`src/rtl/mem_refill_ctrl_pkg.sv`:
```
`default_nettype none
// ============================================================================
// Module      : mem_refill_ctrl_pkg
// Description : Shared cache parameters, refill FSM encoding and helpers.
// Revision    : 1.0 - initial release
// ============================================================================
package mem_refill_ctrl_pkg;

    localparam int PID_WIDTH           = 4;
    localparam int DATA_WIDTH          = 32;
    localparam int ADDRESS_LENGTH      = 16;
    localparam int BYTE_CNT            = 2;

    localparam int MISSQ_DEPTH_DEFAULT = 8;
    // Dead cycles after each refill strobe before the next request may start
    localparam int GAP_CYCLES          = 2;

    localparam int STATE_W = 3;
    localparam logic [STATE_W-1:0] c_st_idle = 3'd0;
    localparam logic [STATE_W-1:0] c_st_wr   = 3'd1;
    localparam logic [STATE_W-1:0] c_st_rd   = 3'd2;
    localparam logic [STATE_W-1:0] c_st_wait = 3'd3;
    localparam logic [STATE_W-1:0] c_st_resp = 3'd4;
    localparam logic [STATE_W-1:0] c_st_gap  = 3'd5;

    typedef struct packed {
        logic [PID_WIDTH-1:0]      pid;
        logic [ADDRESS_LENGTH-1:0] addr;
    } miss_entry_t;

    // Clear the byte-offset bits so the address points at the line start
    function automatic logic [ADDRESS_LENGTH-1:0] align_addr(
        input logic [ADDRESS_LENGTH-1:0] addr
    );
        return {addr[ADDRESS_LENGTH-1:BYTE_CNT], {BYTE_CNT{1'b0}}};
    endfunction

endpackage : mem_refill_ctrl_pkg
`default_nettype wire

```
`src/rtl/mem_refill_ctrl_miss_fifo.sv`:
```
`default_nettype none
// ============================================================================
// Module      : miss_fifo
// Description : Power-of-two FIFO holding outstanding cache misses. A push
//               while full is accepted only when a pop frees a slot the same
//               cycle. Full flag is a flop.
// Revision    : 1.0 - initial release
// ============================================================================
module miss_fifo #(
    parameter int DEPTH = 8,
    parameter int WIDTH = 20
) (
    input  logic             clk,
    input  logic             RST,
    input  logic             i_push,
    input  logic [WIDTH-1:0] i_wdata,
    input  logic             i_pop,
    output logic [WIDTH-1:0] o_rdata,
    output logic             o_empty,
    output logic             o_full
);

    localparam int PTR_W = (DEPTH > 1) ? $clog2(DEPTH) : 1;
    localparam int CNT_W = $clog2(DEPTH + 1);

    logic [WIDTH-1:0] r_mem [DEPTH];
    logic [PTR_W-1:0] r_wr_ptr;
    logic [PTR_W-1:0] r_rd_ptr;
    logic [CNT_W-1:0] r_count;
    logic             r_full;
    logic             w_do_push;
    logic             w_do_pop;
    logic [CNT_W-1:0] w_count_nxt;

    // Qualify push/pop against occupancy and form the next count
    always_comb begin
        w_do_pop    = i_pop && (r_count != '0);
        w_do_push   = i_push && ((r_count != CNT_W'(DEPTH)) || w_do_pop);
        w_count_nxt = r_count + CNT_W'(w_do_push) - CNT_W'(w_do_pop);
    end

    // Pointer, count and full-flag registers
    always_ff @(posedge clk) begin
        if (RST) begin
            r_wr_ptr <= '0;
            r_rd_ptr <= '0;
            r_count  <= '0;
            r_full   <= 1'b0;
        end else begin
            if (w_do_push) r_wr_ptr <= r_wr_ptr + 1'b1;
            if (w_do_pop)  r_rd_ptr <= r_rd_ptr + 1'b1;
            r_count <= w_count_nxt;
            r_full  <= (w_count_nxt == CNT_W'(DEPTH));
        end
    end

    // Entry storage needs no reset; occupancy is tracked by the count
    always_ff @(posedge clk) begin
        if (w_do_push) r_mem[r_wr_ptr] <= i_wdata;
    end

    assign o_rdata = r_mem[r_rd_ptr];
    assign o_empty = (r_count == '0);
    assign o_full  = r_full;

endmodule : miss_fifo
`default_nettype wire

```
`src/rtl/mem_refill_ctrl.sv`:
```
`default_nettype none
// ============================================================================
// Module      : mem_refill_ctrl
// Description : Cache refill controller. Queues misses, writes back a single
//               buffered dirty victim ahead of any read, fetches lines and
//               returns them to the cache as spaced one-cycle refill strobes.
//               Outputs are registered from next-state lookahead so a miss
//               on an idle block is refilled four cycles later.
// Revision    : 1.0 - initial release
// ============================================================================
module mem_refill_ctrl
    import mem_refill_ctrl_pkg::*;
#(
    parameter int MISSQ_DEPTH = MISSQ_DEPTH_DEFAULT
) (
    input  logic                      clk,
    input  logic                      RST,
    input  logic                      i_miss,
    input  logic [PID_WIDTH-1:0]      i_miss_pid,
    input  logic [ADDRESS_LENGTH-1:0] i_miss_addr,
    input  logic                      i_flush,
    input  logic [ADDRESS_LENGTH-1:0] i_flush_addr,
    input  logic [DATA_WIDTH-1:0]     i_flush_data,
    input  logic                      i_cache_busy,
    output logic                      o_miss_full,
    output logic                      o_rd_req,
    output logic [ADDRESS_LENGTH-1:0] o_rd_addr,
    input  logic                      i_rd_ack,
    input  logic                      i_rd_valid,
    input  logic [DATA_WIDTH-1:0]     i_rd_data,
    output logic                      o_wr_req,
    output logic [ADDRESS_LENGTH-1:0] o_wr_addr,
    output logic [DATA_WIDTH-1:0]     o_wr_data,
    input  logic                      i_wr_ack,
    output logic                      o_memEN,
    output logic [PID_WIDTH-1:0]      o_pid,
    output logic [DATA_WIDTH-1:0]     o_data,
    output logic [ADDRESS_LENGTH-1:0] o_addr
);

    localparam int c_gap_w = (GAP_CYCLES > 1) ? $clog2(GAP_CYCLES) : 1;

    logic [STATE_W-1:0]        r_state;
    logic [STATE_W-1:0]        w_state_nxt;
    logic [c_gap_w-1:0]        r_gap_cnt;
    logic                      r_fl_valid;
    logic [ADDRESS_LENGTH-1:0] r_fl_addr;
    logic [DATA_WIDTH-1:0]     r_fl_data;
    logic [DATA_WIDTH-1:0]     r_rd_data;
    miss_entry_t               w_head;
    miss_entry_t               w_miss_entry;
    logic                      w_empty;
    logic                      w_pop;
    logic                      w_fire;

    // Next-cycle values of the registered outputs
    logic                      w_rd_req_nxt;
    logic [ADDRESS_LENGTH-1:0] w_rd_addr_nxt;
    logic                      w_wr_req_nxt;
    logic [ADDRESS_LENGTH-1:0] w_wr_addr_nxt;
    logic [DATA_WIDTH-1:0]     w_wr_data_nxt;
    logic [PID_WIDTH-1:0]      w_pid_nxt;
    logic [DATA_WIDTH-1:0]     w_data_nxt;
    logic [ADDRESS_LENGTH-1:0] w_addr_nxt;

    assign w_miss_entry = '{pid: i_miss_pid, addr: i_miss_addr};
    // The head leaves the queue in the cycle its refill strobe is visible
    assign w_pop        = (r_state == c_st_resp) && o_memEN;

    miss_fifo #(
        .DEPTH (MISSQ_DEPTH),
        .WIDTH ($bits(miss_entry_t))
    ) u_miss_fifo (
        .clk     (clk),
        .RST     (RST),
        .i_push  (i_miss),
        .i_wdata (w_miss_entry),
        .i_pop   (w_pop),
        .o_rdata (w_head),
        .o_empty (w_empty),
        .o_full  (o_miss_full)
    );

    // One-entry victim buffer; new flushes are dropped while it is occupied
    always_ff @(posedge clk) begin
        if (RST) begin
            r_fl_valid <= 1'b0;
            r_fl_addr  <= '0;
            r_fl_data  <= '0;
        end else if ((r_state == c_st_wr) && i_wr_ack) begin
            r_fl_valid <= 1'b0;
        end else if (i_flush && !r_fl_valid) begin
            r_fl_valid <= 1'b1;
            r_fl_addr  <= i_flush_addr;
            r_fl_data  <= i_flush_data;
        end
    end

    // Capture returning line data while waiting for it
    always_ff @(posedge clk) begin
        if (RST) begin
            r_rd_data <= '0;
        end else if ((r_state == c_st_wait) && i_rd_valid) begin
            r_rd_data <= i_rd_data;
        end
    end

    // State register and GAP dwell counter
    always_ff @(posedge clk) begin
        if (RST) begin
            r_state   <= c_st_idle;
            r_gap_cnt <= '0;
        end else begin
            r_state   <= w_state_nxt;
            r_gap_cnt <= (r_state == c_st_gap) ? r_gap_cnt + 1'b1 : '0;
        end
    end

    // Next-state logic; a pending writeback always goes before a read
    always_comb begin
        w_state_nxt = r_state;
        case (r_state)
            c_st_idle: begin
                if (r_fl_valid)    w_state_nxt = c_st_wr;
                else if (!w_empty) w_state_nxt = c_st_rd;
            end
            c_st_wr:   if (i_wr_ack)   w_state_nxt = c_st_idle;
            c_st_rd:   if (i_rd_ack)   w_state_nxt = c_st_wait;
            c_st_wait: if (i_rd_valid) w_state_nxt = c_st_resp;
            c_st_resp: if (o_memEN)    w_state_nxt = c_st_gap;
            c_st_gap:  if (r_gap_cnt == c_gap_w'(GAP_CYCLES - 1))
                           w_state_nxt = c_st_idle;
            default:   w_state_nxt = c_st_idle;
        endcase
    end

    // Output decode from next state; the strobe fires on data arrival or
    // later in RESP, whenever the cache pipeline is free, for one cycle only
    always_comb begin
        w_fire = !i_cache_busy &&
                 (((r_state == c_st_wait) && i_rd_valid) ||
                  ((r_state == c_st_resp) && !o_memEN));

        w_rd_req_nxt  = (w_state_nxt == c_st_rd);
        w_rd_addr_nxt = w_rd_req_nxt ? align_addr(w_head.addr) : '0;
        w_wr_req_nxt  = (w_state_nxt == c_st_wr);
        w_wr_addr_nxt = w_wr_req_nxt ? r_fl_addr : '0;
        w_wr_data_nxt = w_wr_req_nxt ? r_fl_data : '0;

        w_pid_nxt  = '0;
        w_data_nxt = '0;
        w_addr_nxt = '0;
        if (w_fire) begin
            w_pid_nxt  = w_head.pid;
            w_data_nxt = (r_state == c_st_wait) ? i_rd_data : r_rd_data;
            w_addr_nxt = align_addr(w_head.addr);
        end
    end

    // Output registers
    always_ff @(posedge clk) begin
        if (RST) begin
            o_rd_req  <= 1'b0;
            o_rd_addr <= '0;
            o_wr_req  <= 1'b0;
            o_wr_addr <= '0;
            o_wr_data <= '0;
            o_memEN   <= 1'b0;
            o_pid     <= '0;
            o_data    <= '0;
            o_addr    <= '0;
        end else begin
            o_rd_req  <= w_rd_req_nxt;
            o_rd_addr <= w_rd_addr_nxt;
            o_wr_req  <= w_wr_req_nxt;
            o_wr_addr <= w_wr_addr_nxt;
            o_wr_data <= w_wr_data_nxt;
            o_memEN   <= w_fire;
            o_pid     <= w_pid_nxt;
            o_data    <= w_data_nxt;
            o_addr    <= w_addr_nxt;
        end
    end

endmodule : mem_refill_ctrl
`default_nettype wire

```
`config.mk`:
```
export PLATFORM = sky130hd
export DESIGN_NAME = mem_refill_ctrl
export DESIGN_NICKNAME = d
export VERILOG_FILES = /design/src/rtl/mem_refill_ctrl_pkg.sv /design/src/rtl/mem_refill_ctrl_miss_fifo.sv /design/src/rtl/mem_refill_ctrl.sv
export SDC_FILE = /design/constraint.sdc
export NUM_CORES = 1
export LEC_CHECK = 0
export BUFFER_PORTS_ARGS = -buffer_cell sky130_fd_sc_hd__buf_2
export CELL_PAD_IN_SITES_DETAIL_PLACEMENT = 1
export CELL_PAD_IN_SITES_GLOBAL_PLACEMENT = 1
export CORE_MARGIN = 5
export CORE_UTILIZATION = 45
export DETAILED_ROUTE_END_ITERATION = 10
export GPL_TIMING_DRIVEN = 0
export PLACE_DENSITY = 0.82
export SYNTH_ARGS = -nofsm -noshare
export SYNTH_HDL_FRONTEND = slang
export SYNTH_SLANG_ARGS = --single-unit
```
`constraint.sdc`:
```
create_clock -name clk -period 8.3 [get_ports clk]
set_input_delay 1.245 -clock clk [delete_from_list [all_inputs] [get_ports clk]]
set_output_delay 1.245 -clock clk [all_outputs]
set_load 0.02 [all_outputs]
```
# [After elaboration in Yosys (flattened, before gate mapping)]
# Memory sizes are Yosys's and may differ from the RTL's. A register that Yosys moved wholly into a read port is not among the register bits.
# Index checks and enable logic that the tools add are counted.
[totals] mem_count=1 in_bits=108 elab_cells=76 mem_bits_rw=160 ff_bits=215 output_inout_bits=120
[op_classes] reduce_logical=22 n_mux=13 n_bitwise=5 n_addsub=5 n_eq_ne=9
[mem_list] name="u_miss_fifo.r_mem" depth=8 word_bits=20 read_ports=1 rd_clocked_by_memory_dff=1 wr=1 line_no="mem_refill_ctrl_miss_fifo.sv:26" source="logic [WIDTH-1:0] r_mem [DEPTH];"
[op_table] cell="$mux W32" n=1
[op_table] cell="$mux W3" n=9
[op_table] cell="$pmux W3 S6" n=1
[op_table] cell="$reduce_or A2 Y1" n=5
[op_table] cell="$eq A3 B2 Y1 const B" n=3
[op_table] cell="$logic_and A1 B1 Y1" n=8
[op_table] cell="$add A3 B1 Y3 const B" n=2
[op_table] cell="$eq A3 B1 Y1 const B" n=2
[op_table] cell="$eq A3 B3 Y1 const B" n=2
[op_table] cell="$not A1 Y1" n=5
[op_table] cell="$add A4 B1 Y4" n=1
[op_table] cell="$eq A4 B4 Y1 const B" n=1
[op_table] cell="$logic_not A4 Y1" n=1
[op_table] cell="$ne A4 B4 Y1 const B" n=1
[op_table] cell="$reduce_bool A4 Y1" n=1
[op_table] cell="$sub A4 B1 Y4" n=1
[op_table] cell="$logic_not A1 Y1" n=3
[op_table] cell="$logic_not A3 Y1" n=1
[op_table] cell="$logic_or A1 B1 Y1" n=2
[op_table] cell="$mux W1" n=2
[op_table] cell="$reduce_and A2 Y1" n=1
[op_table] cell="$add A1 B1 Y1 const B" n=1

# [Longest topological paths before layout]
[logic_depth] depth_word=8 mapped_depth=12 ltp_nobuf=12

# [Cells and area by module]
# A second synthesis with hierarchy kept.
[unflattened] cells_unflattened=1033 area_unflattened_um2=13444.1
[modules_own_cells] module="miss_fifo" seq_area_each_um2=5084.9 n_inst=1 cells_per_inst=325 area_per_inst_um2=6800.3
[modules_own_cells] module="mem_refill_ctrl" seq_area_each_um2=4003.8 n_inst=1 cells_per_inst=708 area_per_inst_um2=6643.9

# [Worst setup path after synthesis]
# No wires, ideal clock.
[synth_path] path_kind="in2reg" start="in i_miss" end="mem u_miss_fifo.r_mem[4][10] (enable)" setup_ns=0.420 path_stages=5 n_path_buf=0 arrival_ns=3.139 slack_ns=4.742 required_ns=7.880 cell_sequence="nor2b_1 > a22oi_1 > inv_1 > nand2b_1 > nor3b_1"
[synth_via] elab_chain_cells=3
[synth_rtl] element="start: declaration" line_no="mem_refill_ctrl.sv:18" source="input logic i_miss,"
[synth_rtl] element="$logic_and A1 B1 Y1" line_no="mem_refill_ctrl_miss_fifo.sv:38" source="w_do_push = i_push && ((r_count != CNT_W'(DEPTH)) || w_do_pop);"
[synth_rtl] element="named net u_miss_fifo.w_do_push" line_no="mem_refill_ctrl_miss_fifo.sv:31" source="logic w_do_push;"
[synth_rtl] element="$mux W1" line_no="mem_refill_ctrl_miss_fifo.sv:59" source="if (w_do_push) r_mem[r_wr_ptr] <= i_wdata;"
[synth_rtl] element="$mux W1 (implied by the code)" line_no="mem_refill_ctrl_miss_fifo.sv:59"
[synth_rtl] element="end: declaration" line_no="mem_refill_ctrl_miss_fifo.sv:26"
# The timed path passes the listed nets, and every way through them passes these cells.

# [Worst setup path after layout]
[layout_path] start="reg r_state[2]" end="mem u_miss_fifo.r_mem[1][19] (enable)"
[layout_via] elab_chain_cells=7
[layout_rtl] element="start: declaration" line_no="mem_refill_ctrl.sv:43" source="logic [STATE_W-1:0] r_state;"
[layout_rtl] element="start signal: assignment" line_no="mem_refill_ctrl.sv:111" source="r_state <= c_st_idle;"
[layout_rtl] element="start signal: assignment" line_no="mem_refill_ctrl.sv:114" source="r_state <= w_state_nxt;"
[layout_rtl] element="$eq A3 B3 Y1" line_no="mem_refill_ctrl.sv:68" source="assign w_pop = (r_state == c_st_resp) && o_memEN;"
[layout_rtl] element="$logic_and A1 B1 Y1" line_no="mem_refill_ctrl.sv:68"
[layout_rtl] element="$logic_and A1 B1 Y1" line_no="mem_refill_ctrl_miss_fifo.sv:37" source="w_do_pop = i_pop && (r_count != '0);"
[layout_rtl] element="$logic_or A1 B1 Y1" line_no="mem_refill_ctrl_miss_fifo.sv:38"
[layout_rtl] element="$logic_and A1 B1 Y1" line_no="mem_refill_ctrl_miss_fifo.sv:38"
[layout_rtl] element="named net u_miss_fifo.w_do_push" line_no="mem_refill_ctrl_miss_fifo.sv:31"
[layout_rtl] element="$mux W1" line_no="mem_refill_ctrl_miss_fifo.sv:59"
[layout_rtl] element="$mux W1 (implied by the code)" line_no="mem_refill_ctrl_miss_fifo.sv:59"
# The timed path passes the listed nets, and every way through them passes these cells.

==> flow_summary_export.csv <==
group,metric,value,unit
status,status,"finished, final reports clean",
global_route,grt_util_all_layers,21.0,%
placement,place_congestion,0.773,
worst_setup_path,crit_fanout,10,
cells_and_area,multi_input_area,0.00350,sq mm
timing,slew_headroom,28.2,%
detailed_routing,viasPerCell,5.10,
yosys,synth-main-ff-cell,"dfxtp_1",
die,start_util,45.9,%
yosys,synth_area_leader_cell,"edfxtp_1",
worst_setup_path,crit_top_cell,"buf_6",
timing,fmax,335,MHz
timing,fin_crit_sh,36.0,%
timing,skew,16.8,ps
clock_tree,post_cts_buffers,0,
yosys,synth_top_area_share,34.8,%
timing,rsz0062_at_grt,"false",
yosys,async_reset_ff_share,0,%
timing,slew_viol_final,0,
clock_tree,path_clk_slew,60,ps
worst_setup_path,arrival,3220,ps
clock_tree,tritoncts,"built",
placement,dp_hpwl,23.3,mm
yosys,netlist_instances,994,
worst_setup_path,path_delay_family,"simple AND/OR/NAND/NOR gates",
clock_tree,cts_root_buf,"clkbuf_16",
clock_tree,htreeDepth,2,
power,p_per_area,262,mW/mm^2
yosys,synth_seq_cells,358,
die,die_area,0.0310,sq mm
cells_and_area,final_core_util,56.8,%
yosys,netlist_area,0.0124,sq mm
timing,setup_violations,0,
power,leakage,5.94,nW
global_route,antenna_found_initial,2,
detailed_routing,drt_iter0_drc,503,
timing,tightest_slew,1080,ps
yosys,syn_avg_cell_area,12.5,sq um
worst_setup_path,critPathCaptureType,"register",
detailed_routing,wl_met1,13.5,mm
detailed_routing,vias,8368,
cells_and_area,final_cell_mix,"244 x buf_2, 232 x nand2_1, 214 x dfxtp_1",
yosys,synth.yosys.warnings,0,
clock_tree,clk_latency,520,ps
worst_setup_path,max_stage_delay,760,ps
cells_and_area,area_growth,23.8,%
yosys,synth_edf_count,144,
worst_setup_path,cp_num_buf_inv,4,
cells_and_area,nNetsFinal,1387,
detailed_routing,routed-wl-met3,1.76,mm
worst_setup_path,required,8540,ps
global_route,grt.overflow.total,0,
yosys,ys_types,41,
worst_setup_path,crit_type,"reg -> reg",
timing,finalHoldViolations,0,
detailed_routing,drc,0,
timing,fin_setup_tns,0,ps
detailed_routing,highest-signal-layer,"met5",
yosys,synth_area_leaders,"edfxtp_1 35%, dfxtp_1 35%, nand2_1 7.0%, mux4_2 6.5%, a21oi_1 4.8%",
detailed_routing,postRouteAntennaNets,0,
worst_hold_path,hp-class,"reg -> reg",
detailed_routing,first_pass_iters,5,
clock_tree,cts-resized-gates,0,
global_route,grt_pass1_wl,51.4,mm
clock_tree,clock-sinks,358,
detailed_routing,drt_wl_total,32.8,mm
worst_setup_path,startpoint_type,"register",
die,pin_count,228,
power,ir_drop,0.000155,V
die,fp.dieH,176,microns
detailed_routing,dr_wl_met2,17.0,mm
cells_and_area,drive_above_1_share,29.0,%
global_route,grt_pass1_vias,9263,
detailed_routing,wl_per_cell,20.0,microns
cells_and_area,fillers,2848,
clock_tree,ctsHoldBuffers,0,
cells_and_area,seq_area,0.00861,sq mm
die,num_rows,60,
cells_and_area,final_common_cell,"buf_2",
placement,io_buffer_count,220,
clock_tree,cts_buffer_depth,3,
global_route,grt_max_degree,16,
clock_tree,cts_buffers,37,
yosys,ys_seq_area_share,69.4,%
run,maxCapViolCount,0,
die,coreArea,0.0270,sq mm
worst_setup_path,path_cells,"buf_2 > nor4bb_1 > a22oi_1 > inv_1 > nand2_1 > nor3_2 > buf_6 > buf_6",
worst_setup_path,slowest_stage,"nor3_2",
timing,fin_crit,2990,ps
die,fp.dieW,176,microns
[area by class of cell]
| cell class | instances | area share, % |
|---|---|---|
| flip-flops and latches | 358 | 56.0 |
| inverters | 13 | 0.318 |
| clock inverters | 19 | 1.16 |
| multi-input cells | 562 | 22.8 |
| diodes | 1 | 0.0163 |
| well taps | 341 | 2.78 |
| clock buffers | 48 | 6.70 |
| repair buffers | 234 | 8.24 |
| plain buffers | 64 | 1.96 |
[metrics by stage]
step | setup WS (ps) | power (mW) | instances | hold WS, ps | area, sq um
finish | 5310 | 4.03 | 1640 | 449 | 15400
global route | 5100 | 4.20 | 1640 | 466 | 15400
CTS | 5300 | 4.07 | 1639 | 451 | 15400
detailed placement | 4830 | 2.44 | 1572 | 441 | 14100
global placement | 3170 | 2.40 | 1558 | 434 | 13900
floorplan | 4740 | 2.25 | 997 | 430 | 12400
[worst paths after layout]
path	startpoint	endpoint	slack, ps	cells after the start
max reg2reg	r_state[2]$_SDFF_PP0_	u_miss_fifo.r_mem[1][19]$_DFFE_PP_	5310	8
min reg2reg	r_fl_data[20]$_SDFFE_PP0P_	r_fl_data[20]$_SDFFE_PP0P_	450	2
min	r_fl_data[20]$_SDFFE_PP0P_	r_fl_data[20]$_SDFFE_PP0P_	450	2
max	r_state[2]$_SDFF_PP0_	u_miss_fifo.r_mem[1][19]$_DFFE_PP_	5310	8
[flip-flops by register name, summed over array words and instances, names as in the netlist, 16 cells and up, named ones only]
signal	count
o_data	32
r_rd_data	32
u_miss_fifo.r_mem	144
o_wr_data	32
r_fl_data	32
o_wr_addr	16
r_fl_addr	16
[synthesized netlist by cell type (6+ instances only)]
cell and number:
mux4_2 36, nand2_1 232, a21oi_1 118, buf_4 6, nor2_1 52, dfxtp_1 214, buf_1 6, ha_1 8
and2_1 51, buf_2 24, clkbuf_1 27, mux2i_1 20, inv_1 13, edfxtp_1 144, nor3b_1 7
[power breakdown]
group	total, mW	leakage (nW)	internal, mW	switching [mW]
combinational	0.441	2.30	0.152	0.288
clock	1.63	0.604	0.948	0.682
sequential	1.96	3.04	1.92	0.0361
total	4.03	5.94	3.02	1.01
[metal layers]
metal / global-route usage (%) / vias to the layer above
met5: 0 / -
met4: 4.97 / 2
met3: 4.30 / 39
met2: 38.2 / 220
met1: 25.8 / 4153
li1: - / 3954
[cells by family after synthesis]
kind of cell,Yosys count,synth area share [%]
muxes,57,8.24
other,1,0.0302
DFF,358,69.4
xor gates and xnor gates,4,0.282
buffers and inverters,77,2.81
adders and majority gates,9,0.968
AOI/OAI and AO/OA,127,5.48
and+or+nand+nor,361,12.8
[tightest hold or removal path, cell delays in order, from the launching register on]
cell	delay (ps)
dfxtp_1	300
nand2_1	50
a21oi_1	50
No activity file was read; power rests on OpenSTA's default activity.
